`config.mk`:
```
export PLATFORM = sky130hd
export DESIGN_NAME = pelican_key_schedule
export DESIGN_NICKNAME = d
export VERILOG_FILES = /design/src/rtl/pelican_key_schedule_pkg.sv /design/src/rtl/pelican_rc_lfsr.sv /design/src/rtl/pelican_key_schedule.sv
export SDC_FILE = /design/constraint.sdc
export NUM_CORES = 1
export LEC_CHECK = 0
export BUFFER_PORTS_ARGS = -buffer_cell sky130_fd_sc_hd__buf_4
export CORE_MARGIN = 2
export CORE_UTILIZATION = 55
export CTS_CLUSTER_DIAMETER = 150
export DETAILED_ROUTE_END_ITERATION = 16
export HOLD_SLACK_MARGIN = 0.12
export PLACE_DENSITY = 0.81
export SYNTH_ARGS = -nofsm -noshare
export SYNTH_HDL_FRONTEND = slang
export SYNTH_SLANG_ARGS = --single-unit
```
`constraint.sdc`:
```
create_clock -name clk -period 2.4 [get_ports clk]
set_clock_uncertainty 0.2 [all_clocks]
set_input_delay 0.12 -clock clk [delete_from_list [all_inputs] [get_ports clk]]
set_output_delay 0.12 -clock clk [all_outputs]
set_load 0.03 [all_outputs]
```
`src/rtl/pelican_key_schedule_pkg.sv`:
```
// pelican_key_schedule_pkg: shared constants, state encoding and helpers for the key schedule
package pelican_key_schedule_pkg;
   localparam int         ROUNDS_DEF  = 40;
   localparam logic [5:0] RC_INIT_DEF = 6'h01;
   localparam int         KW          = 16;
   localparam int         K0          = 0;
   localparam int         K1          = 1;
   localparam int         K4          = 4;
   localparam int         K5          = 5;
   typedef enum logic [1:0] {S_IDLE, S_RUN, S_DONE} state_t;
   function automatic logic [15:0] rotr16(input logic [15:0] x, input int n);
      return (x >> n) | (x << (16 - n));
   endfunction
endpackage

```
`src/rtl/pelican_rc_lfsr.sv`:
```
// pelican_rc_lfsr: 6-bit round-constant LFSR with restart and advance
module pelican_rc_lfsr
   import pelican_key_schedule_pkg::*;
#(
   parameter logic [5:0] P_INIT = RC_INIT_DEF
) (
   input  logic       clk,
   input  logic       rst_n,
   input  logic       i_load,
   input  logic       i_adv,
   output logic [5:0] o_rc
);
   logic [5:0] r_rc;
   always_ff @(posedge clk or negedge rst_n)
      if (!rst_n) r_rc <= P_INIT;
      else if (i_load) r_rc <= P_INIT;
      else if (i_adv) r_rc <= {r_rc[4:0], ~(r_rc[5] ^ r_rc[4])};
   assign o_rc = r_rc;
endmodule

```
`src/rtl/pelican_key_schedule.sv`:
```
// pelican_key_schedule: per-round key words and round constant for the GIFT-128-style round function
module pelican_key_schedule
   import pelican_key_schedule_pkg::*;
#(
   parameter int         ROUNDS  = ROUNDS_DEF,
   parameter logic [5:0] RC_INIT = RC_INIT_DEF
) (
   input  logic         clk,
   input  logic         rst_n,
   input  logic         i_load,
   input  logic [127:0] i_key_in,
   input  logic         i_step,
   output logic [31:0]  o_key0,
   output logic [31:0]  o_key2,
   output logic [5:0]   o_rc,
   output logic [5:0]   o_round_idx,
   output logic         o_busy,
   output logic         o_last,
   output logic         o_done
);
   localparam logic [5:0] LAST = 6'(ROUNDS - 1);
   state_t       r_state, w_next;
   logic [127:0] r_key;
   logic [5:0]   r_idx;
   logic         w_run_step, w_at_last, w_adv;
   assign w_run_step = (r_state == S_RUN) && i_step && !i_load;
   assign w_at_last  = (r_idx == LAST);
   assign w_adv      = w_run_step && !w_at_last;
   always_comb begin
      w_next = r_state;
      w_next = i_load                   ? S_RUN  :
               (w_run_step && w_at_last) ? S_DONE :
               (r_state == S_DONE)       ? S_IDLE : r_state;
   end
   always_ff @(posedge clk or negedge rst_n)
      if (!rst_n) r_state <= S_IDLE;
      else r_state <= w_next;
   // the two top words are rotated copies of k1/k0; the rest shifts down two words
   always_ff @(posedge clk or negedge rst_n)
      if (!rst_n) begin
         r_key <= '0;
         r_idx <= '0;
      end else if (i_load) begin
         r_key <= i_key_in;
         r_idx <= '0;
      end else if (w_adv) begin
         r_key <= {rotr16(r_key[K1*KW +: KW], 2), rotr16(r_key[K0*KW +: KW], 12), r_key[127:32]};
         r_idx <= r_idx + 6'd1;
      end
   pelican_rc_lfsr #(.P_INIT(RC_INIT)) u_rc (
      .clk   (clk),
      .rst_n (rst_n),
      .i_load(i_load),
      .i_adv (w_adv),
      .o_rc  (o_rc)
   );
   assign o_key0      = {r_key[K1*KW +: KW], r_key[K0*KW +: KW]};
   assign o_key2      = {r_key[K5*KW +: KW], r_key[K4*KW +: KW]};
   assign o_round_idx = r_idx;
   assign o_busy      = (r_state == S_RUN);
   assign o_last      = o_busy && w_at_last;
   assign o_done      = (r_state == S_DONE);
endmodule

```
After elaboration in Yosys (flattened, before gate mapping)
Index checks and enable logic that the tools add are counted.
- add/sub/neg operators: 1
- multiply operators: 0
- div/mod/pow operators: 0
- magnitude comparators: 0
- equality and inequality tests: 3
- shift-type cells: 0
- muxes and demuxes: 9
- bitwise gates (word level): 4
- reductions and logical operators: 9
- operators with widths (operator ; count):
    $mux W128 ; 2
    $mux W6 ; 4
    $or A14 B16 Y16 ; 1
    $or A4 B16 Y16 ; 1
    $add A6 B1 Y6 const B ; 1
    $eq A6 B6 Y1 const B ; 1
    $mux W2 ; 3
    $logic_and A1 B1 Y1 ; 5
    $reduce_bool A3 Y1 ; 1
    $eq A2 B1 Y1 const B ; 1
    $eq A2 B2 Y1 const B ; 1
    $logic_not A1 Y1 ; 2
    $reduce_bool A2 Y1 ; 1
    $not A1 Y1 ; 1
    $xor A1 B1 Y1 ; 1
- register bits: 142
- latch bits: 0
- bits in writable memories: 0
- memory bits (read-only): 0
- input bits: 132
- output and inout port bits: 79
- logic and storage cells: 30
- memories: 0

Longest topological paths before layout
Gate-level depths: netlist (run 1).
- depth in word-level cells: 6
- depth in mapped cells: 7
- gate-level depth less buffers: 4

By module
From an unflattened synthesis (run 1), not the netlist that was laid out.
- cell total of the unflattened synthesis: 575
- area, all modules: 6794.0 sq um
- modules (own cells, without submodules) (module ; times used ; cells each ; area an instance (sq um) ; sequential area each (sq um)):
    pelican_key_schedule ; 1 ; 555 ; 6542.5 ; 3403.3
    pelican_rc_lfsr ; 1 ; 20 ; 251.5 ; 151.4

Worst setup path after synthesis (run 1)
No wires, ideal clock.
- path type: flip-flop to output port
- from: reg r_idx[2], in the netlist o_round_idx[2]
- to: out o_last
- arrival time: 2.028 ns
- data required time: 2.080 ns
- path slack: 0.052 ns
- cell stages (with the launch flop): 6
- buffers on the path: 3
- cells stage by stage: dfrtp_1 or3b_1 buf_2 buf_6 buf_2 nor3_1
- cells in the longest elaborated chain, start to end: 2
- RTL lines (item ; RTL line ; RTL):
    start, declared ; pelican_key_schedule.sv:24 ; logic [5:0] r_idx;
    start signal, assigned ; pelican_key_schedule.sv:48 ; r_idx <= r_idx + 6'd1;
    $eq A6 B6 Y1 ; pelican_key_schedule.sv:27 ; assign w_at_last = (r_idx == LAST);
    $logic_and A1 B1 Y1 ; pelican_key_schedule.sv:61 ; assign o_last = o_busy && w_at_last;
    end, declared ; pelican_key_schedule.sv:18 ; output logic o_last,
Every way passes these cells.

Final worst setup path (run 1)
- from: reg r_idx[0], in the netlist o_round_idx[0]
- to: out o_last
Same word-level chain as after synthesis.

==> results_dict.tcl, run 1 <==
set metrics [dict create \
    syn_to_final_growth_pct 35.63 \
    crit_fanout 26 \
    synth_flop_cell "dfrtp_1" \
    via_per_inst 6.568 \
    cp_data_arrival_time_ns 1.92 \
    yosys.cell_types.count 36 \
    critical_path.top_delay_family "simple AND/OR/NAND/NOR gates" \
    cts_tree "yes" \
    crit_end "o_last" \
    synthesis.area_um2 9009 \
    tightest_slew_ns 0.6367 \
    grt_setup_unrepaired "no" \
    die_height_um 132.0 \
    crit_type "reg -> out" \
    dp_slack_ns 0.3297 \
    timing.fmax_ghz 0.4460 \
    met3_length_um 2426 \
    ys_top_cells_by_area "dfrtp_1, a2bb2oi_1, o211ai_1, a31oi_1, nand3_1" \
    synthCells 1031 \
    hold_violations 0 \
    synth-edff-count 0 \
    syn_area_per_cell_um2 8.738 \
    drc 0 \
    r2r_setup_slack_ns 0.32 \
    ys_seq_area_frac 0.3946 \
    irDropWorstVdd_mv 0.5901 \
    slowest_stage "dfrtp_1" \
    status "completed" \
    cts.clk_slew.worst_paths_ns 0.06 \
    drv_cap 0 \
    postLayoutCoreUtil 0.7664 \
    synth_nets 1164 \
    end_kind "output port" \
    worstPathRequired_ns 2.08 \
    finalWeightedCongestion 0.8239 \
    antenna_left 0 \
    ctsHtreeMaxLevel 4 \
    cts.path.max_buffers 2 \
    wl_met1_um 11610 \
    drtPass1Iterations 5 \
    fin_ws_ns 0.1580 \
    numPortBuffers 210 \
    routedWlPerCell_um 20.15 \
    timing.final.crit_share 0.9341 \
    finalPower_w 0.007122 \
    register_area_um2 3558 \
    p_per_area_nw_per_um2 582.9 \
    maxSlewViolCount 0 \
    synth_top_cell_by_area "dfrtp_1" \
    die_w_um 132.0 \
    cp.depth 4 \
    coreArea_um2 15940 \
    grt_pass1_vias 9264 \
    final.setup.tns_ns 0 \
    ys_ff_latch 142 \
    grt.overflow.total 0 \
    grt_pass1_wl_um 47890 \
    drive_gt1_frac 0.2275 \
    start_util 0.5651 \
    p_leak_nw 4.606 \
    critPathLaunch "o_round_idx[0]$_DFFE_PN0P_" \
    yosysWarningCount 0 \
    r2r-start "o_round_idx[2]$_DFFE_PN0P_" \
    fin_crit_ns 2.242 \
    fillCellCount 1013 \
    num_rows 46 \
    grt.total_usage 0.3344 \
    start_kind "flop" \
    critPathBufInv 1 \
    grt_max_degree 114 \
    timing.rr.end "u_rc.o_rc[0]$_DFFE_PN1P_" \
    vias 9602 \
    slew_headroom 0.5755 \
    dr.max_layer_used "met4" \
    cp_cell_sequence "ha_4 -> nand2_8 -> nor3_2 -> buf_4" \
    dr.first_iter.drc_count 1105 \
    rr_worst_depth 4 \
    io_pins 211 \
    multi_input_area_um2 4388 \
    postSynth.asyncResetShare 1.000 \
    nNetsFinal 1364 \
    hold_class "in -> reg" \
    antenna_found_initial 2 \
    dieArea_um2 17420 \
    routed_wl_um 29460 \
    clk_latency_ns 0.43 \
    cts.sinks 142 \
    finalSetupViolations 0 \
    cts_root_buf "clkbuf_16" \
    dr_wl_met2_um 14220 \
    synth.top_cell.area_share 0.3917 \
    hpwl_um 16160 \
    cts_buffers 17 \
    max_stage_delay_ns 0.45 \
]
repair_timing:
action	4_1_cts	5_1_grt
gates resized for setup	0	2
setup endpoints to repair	0	1
buffers inserted	0	0
hold endpoints to repair	278	0
hold buffers	137	0
cell type report:
type	instances	share of cell area
Inverter	2	0.001024
Multi-Input combinational cell	691	0.3591
Clock buffer	18	0.03594
Clock inverter	14	0.01167
Antenna cell	2	0.0004096
Tap cell	216	0.02212
Sequential cell	142	0.2912
Timing Repair Buffer	377	0.2784
worst min path at each step:
stage | end | from | slack [ns] | cells after the start
CTS | r_key[104]$_DFFE_PN0P_ | i_key_in[104] | 0.29 | 4
global placement | r_key[83]$_DFFE_PN0P_ | rst_n | -0.08 | 1
finish | r_key[2]$_DFFE_PN0P_ | i_key_in[2] | 0.30 | 4
detailed placement | r_key[51]$_DFFE_PN0P_ | rst_n | -0.08 | 1
global route | r_key[2]$_DFFE_PN0P_ | i_key_in[2] | 0.31 | 4
floorplan | o_round_idx[0]$_DFFE_PN0P_ | rst_n | -0.38 | 0
cell usage in the layout (no fill, tap or decap), types with 2 or more instances in the layout:
cell / n
o21ai_0: 2
clkinvlp_4: 3
a31oi_1: 128
nand3_1: 129
inv_6: 3
bufinv_16: 2
buf_4: 221
mux2_2: 2
buf_12: 18
mux2i_1: 6
clkinv_2: 5
nand2_1: 10
dfrtp_1: 140
o211ai_1: 128
dlygate4sd3_1: 137
a2bb2oi_1: 128
nand4_1: 2
a21oi_1: 4
clkbuf_16: 17
clkinv_4: 2
nor2b_1: 3
diode_2: 2
nor2_1: 130
stage by stage:
| stage | hold WS [ns] | instances | area (um2) |
|---|---|---|---|
| 2_1_floorplan | -0.3756 | 1031 | 9009 |
| 3_3_place_gp | -0.08369 | 1291 | 10250 |
| 3_5_place_dp | -0.08167 | 1291 | 10250 |
| 4_1_cts | 0.2882 | 1460 | 12200 |
| 5_1_grt | 0.3137 | 1462 | 12220 |
| 6_report | 0.2994 | 1462 | 12220 |
worst min-delay path, delay by kind of cell:
kind | cells | cell delay, ns
buffers and inverters | 2 | 0.61
AND/OR/NAND/NOR | 1 | 0.03
AO/OA/AOI/OAI | 1 | 0.12
state kept, by name, summed over array words and instances, names as in the netlist:
register and count:
r_key 128, o_round_idx 6, u_rc.o_rc 6, r_state 2
kinds of logic (layout without fill, tap and decap cells):
group,after synthesis,after routing,share of synthesized area
other cells,0,2,0
xor+xnor,1,1,0.0009724
simple gates,284,284,0.1408
flops,142,142,0.3946
fa+ha+maj,1,1,0.001389
mux,8,8,0.009167
compound gates,397,397,0.3303
buf+inv,198,411,0.1228
Yosys cell counts, types with 3 or more instances:
| cell | instances |
|---|---|
| clkbuf_1 | 93 |
| nand3_1 | 129 |
| a21oi_1 | 4 |
| buf_2 | 26 |
| dfrtp_1 | 141 |
| mux2i_1 | 6 |
| nor2_1 | 130 |
| a31oi_1 | 128 |
| buf_6 | 11 |
| a2bb2oi_1 | 128 |
| nand2_1 | 11 |
| o211ai_1 | 128 |
| buf_4 | 66 |
| nor2b_1 | 3 |
metal layers:
metal	global-route usage	up-vias
met2	0.5318	583
met4	0.1588	0
met1	0.4410	4619
li1	-	4290
met3	0.06574	110
met5	0	-
power breakdown:
part | switching, W | internal, W | total [W]
Clock | 0.00110 | 0.00156 | 0.00266
Combinational | 0.000840 | 0.000740 | 0.00158
Sequential | 0.000260 | 0.00262 | 0.00288
Total | 0.00220 | 0.00492 | 0.00712
Power figures use the tool's default switching activity.
==> run 2: changes to the inputs <==
- CTS_BUF_LIST: default -> sky130_fd_sc_hd__clkbuf_4 sky130_fd_sc_hd__clkbuf_8
==> results_dict.tcl, run 2 (same netlist as run 1, synthesis figures left out) <==
set metrics [dict create \
    crit_type "reg -> reg" \
    largest_reg_flops 128 \
    hold_class "in -> reg" \
    place_inst 1291 \
    cp_cell_sequence "ha_4 -> buf_12 -> nand3_1 -> a2bb2oi_1 -> a31oi_1 -> dlygate4sd3_1" \
    grt.overflow.total 0 \
    numPortBuffers 210 \
    grt_pass1_wl_um 47950 \
    multi_input_area_um2 4383 \
    grt.total_usage 0.3349 \
    coreArea_um2 15940 \
    min_from "i_key_in[76]" \
    routedWlPerCell_um 20.20 \
    io_pins 211 \
    finalPower_w 0.006434 \
    cp_data_arrival_time_ns 2.53 \
    nNetsFinal 1374 \
    drv_cap 0 \
    critical_path.top_delay_family "buffers and inverters" \
    start_kind "flop" \
    syn_to_final_growth_pct 34.51 \
    cts_root_buf "clkbuf_8" \
    final_common_cell "buf_4" \
    start_util 0.5651 \
    maxSlewViolCount 0 \
    worstPathRequired_ns 2.61 \
    sequentialPowerShare 0.448 \
    cts_buffers 17 \
    die_w_um 132.0 \
    timing.fmax_ghz 0.4301 \
    swShare 0.3288 \
    tightest_slew_ns 0.6308 \
    fillCellCount 1037 \
    grt_pass1_vias 9256 \
    r2r_setup_slack_ns 0.08 \
    vias 9585 \
    largest_register "r_key" \
    ctsHtreeMaxLevel 4 \
    finalWeightedCongestion 0.8239 \
    cts_tree "yes" \
    power_switching_w 0.002115 \
    max_stage_delay_ns 0.57 \
    min_path_cells 4 \
    postLayoutCoreUtil 0.7601 \
    timing.final.crit_share 0.9687 \
    antenna_found_initial 1 \
    p_per_area_nw_per_um2 530.9 \
    p_leak_nw 4.574 \
    slew_headroom 0.5786 \
    grt_max_degree 114 \
    crit_fanout 61 \
    min_to "r_key[76]$_DFFE_PN0P_" \
    num_rows 46 \
    fin_crit_ns 2.325 \
    drtPass1Iterations 5 \
    finalSetupViolations 0 \
    p_int_w 0.004319 \
    end_kind "flop" \
    clkPwrFrac 0.305 \
    status "completed" \
    slowest_stage "dlygate4sd3_1" \
    hpwl_um 16160 \
    p_comb_frac 0.247 \
    dieArea_um2 17420 \
    die_height_um 132.0 \
    hold_violations 0 \
    via_per_inst 6.516 \
    cts.sinks 142 \
    routed_wl_um 29710 \
    fin_cells 1471 \
    clk_latency_ns 0.47 \
    rr_worst_depth 6 \
    critPathBufInv 2 \
    timing.rr.end "r_key[77]$_DFFE_PN0P_" \
    dr.first_iter.drc_count 1176 \
    cts.path.max_buffers 2 \
    r2r-start "o_round_idx[0]$_DFFE_PN0P_" \
    drive_gt1_frac 0.2265 \
    layout_common_cells "buf_4, dlygate4sd3_1, dfrtp_1" \
    drc 0 \
    register_area_um2 3558 \
    cts.clk_slew.worst_paths_ns 0.09 \
    antenna_left 0 \
    irDropWorstVdd_mv 0.3751 \
]
-- run 2: power groups by stage --
stage          logic (W)  registers [W]  clock network [W]
2_1_floorplan   0.000951        0.00284                  0
3_3_place_gp     0.00134        0.00290                  0
3_5_place_dp     0.00136        0.00291                  0
4_1_cts          0.00155        0.00287            0.00196
5_1_grt          0.00170        0.00291            0.00207
6_report         0.00159        0.00288            0.00196
-- run 2: metrics by stage --
step | setup slack [ns] | cell area, um2 | hold slack (ns) | setup TNS (ns)
6_report | 0.07503 | 12120 | 0.2700 | 0
5_1_grt | -0.01305 | 12120 | 0.2604 | -0.01305
4_1_cts | 0.02275 | 12100 | 0.2398 | 0
3_5_place_dp | 0.3297 | 10250 | -0.08167 | 0
3_3_place_gp | 0.3670 | 10250 | -0.08369 | 0
2_1_floorplan | 0.05167 | 9009 | -0.3756 | 0
-- run 2: worst max-delay path by stage --
stage	slack, ns	depth (start not counted)	start	end
final	0.08	6	o_round_idx[0]$_DFFE_PN0P_	r_key[77]$_DFFE_PN0P_
after global routing	-0.01	6	o_round_idx[0]$_DFFE_PN0P_	r_key[77]$_DFFE_PN0P_
after global placement	0.37	4	o_round_idx[2]$_DFFE_PN0P_	u_rc.o_rc[0]$_DFFE_PN1P_
after CTS	0.02	6	o_round_idx[0]$_DFFE_PN0P_	r_key[77]$_DFFE_PN0P_
after floorplan	0.05	5	o_round_idx[2]$_DFFE_PN0P_	o_last
after detailed placement	0.33	4	o_round_idx[2]$_DFFE_PN0P_	u_rc.o_rc[5]$_DFFE_PN0P_
-- run 2: cell type report --
type | count | share of cell area
Antenna cell | 1 | 0.0002065
Clock buffer | 18 | 0.02044
Clock inverter | 14 | 0.01177
Inverter | 2 | 0.001033
Multi-Input combinational cell | 691 | 0.3617
Sequential cell | 142 | 0.2936
Tap cell | 216 | 0.02230
Timing Repair Buffer | 387 | 0.2889
-- run 2: routing by layer --
metal  part of all wire  GRT usage  vias up
li1                   -          -     4302
met1               0.40     0.4486     4575
met2               0.48     0.5203      598
met3              0.079    0.06844      110
met4              0.042     0.1630        0
met5                  0          0        -
-- run 2: timing repair --
item	CTS	global route
hold endpoints to repair	278	0
hold buffers	145	0
pin swaps	0	1
setup endpoints to repair	1	3
setup buffers	0	2
resized for setup	1	1
-- run 2: tightest hold or removal path: cells and delay by family --
family | cells | cell delay, ns
compound gates | 1 | 0.05
buf+inv | 2 | 0.67
simple gates | 1 | 0.07
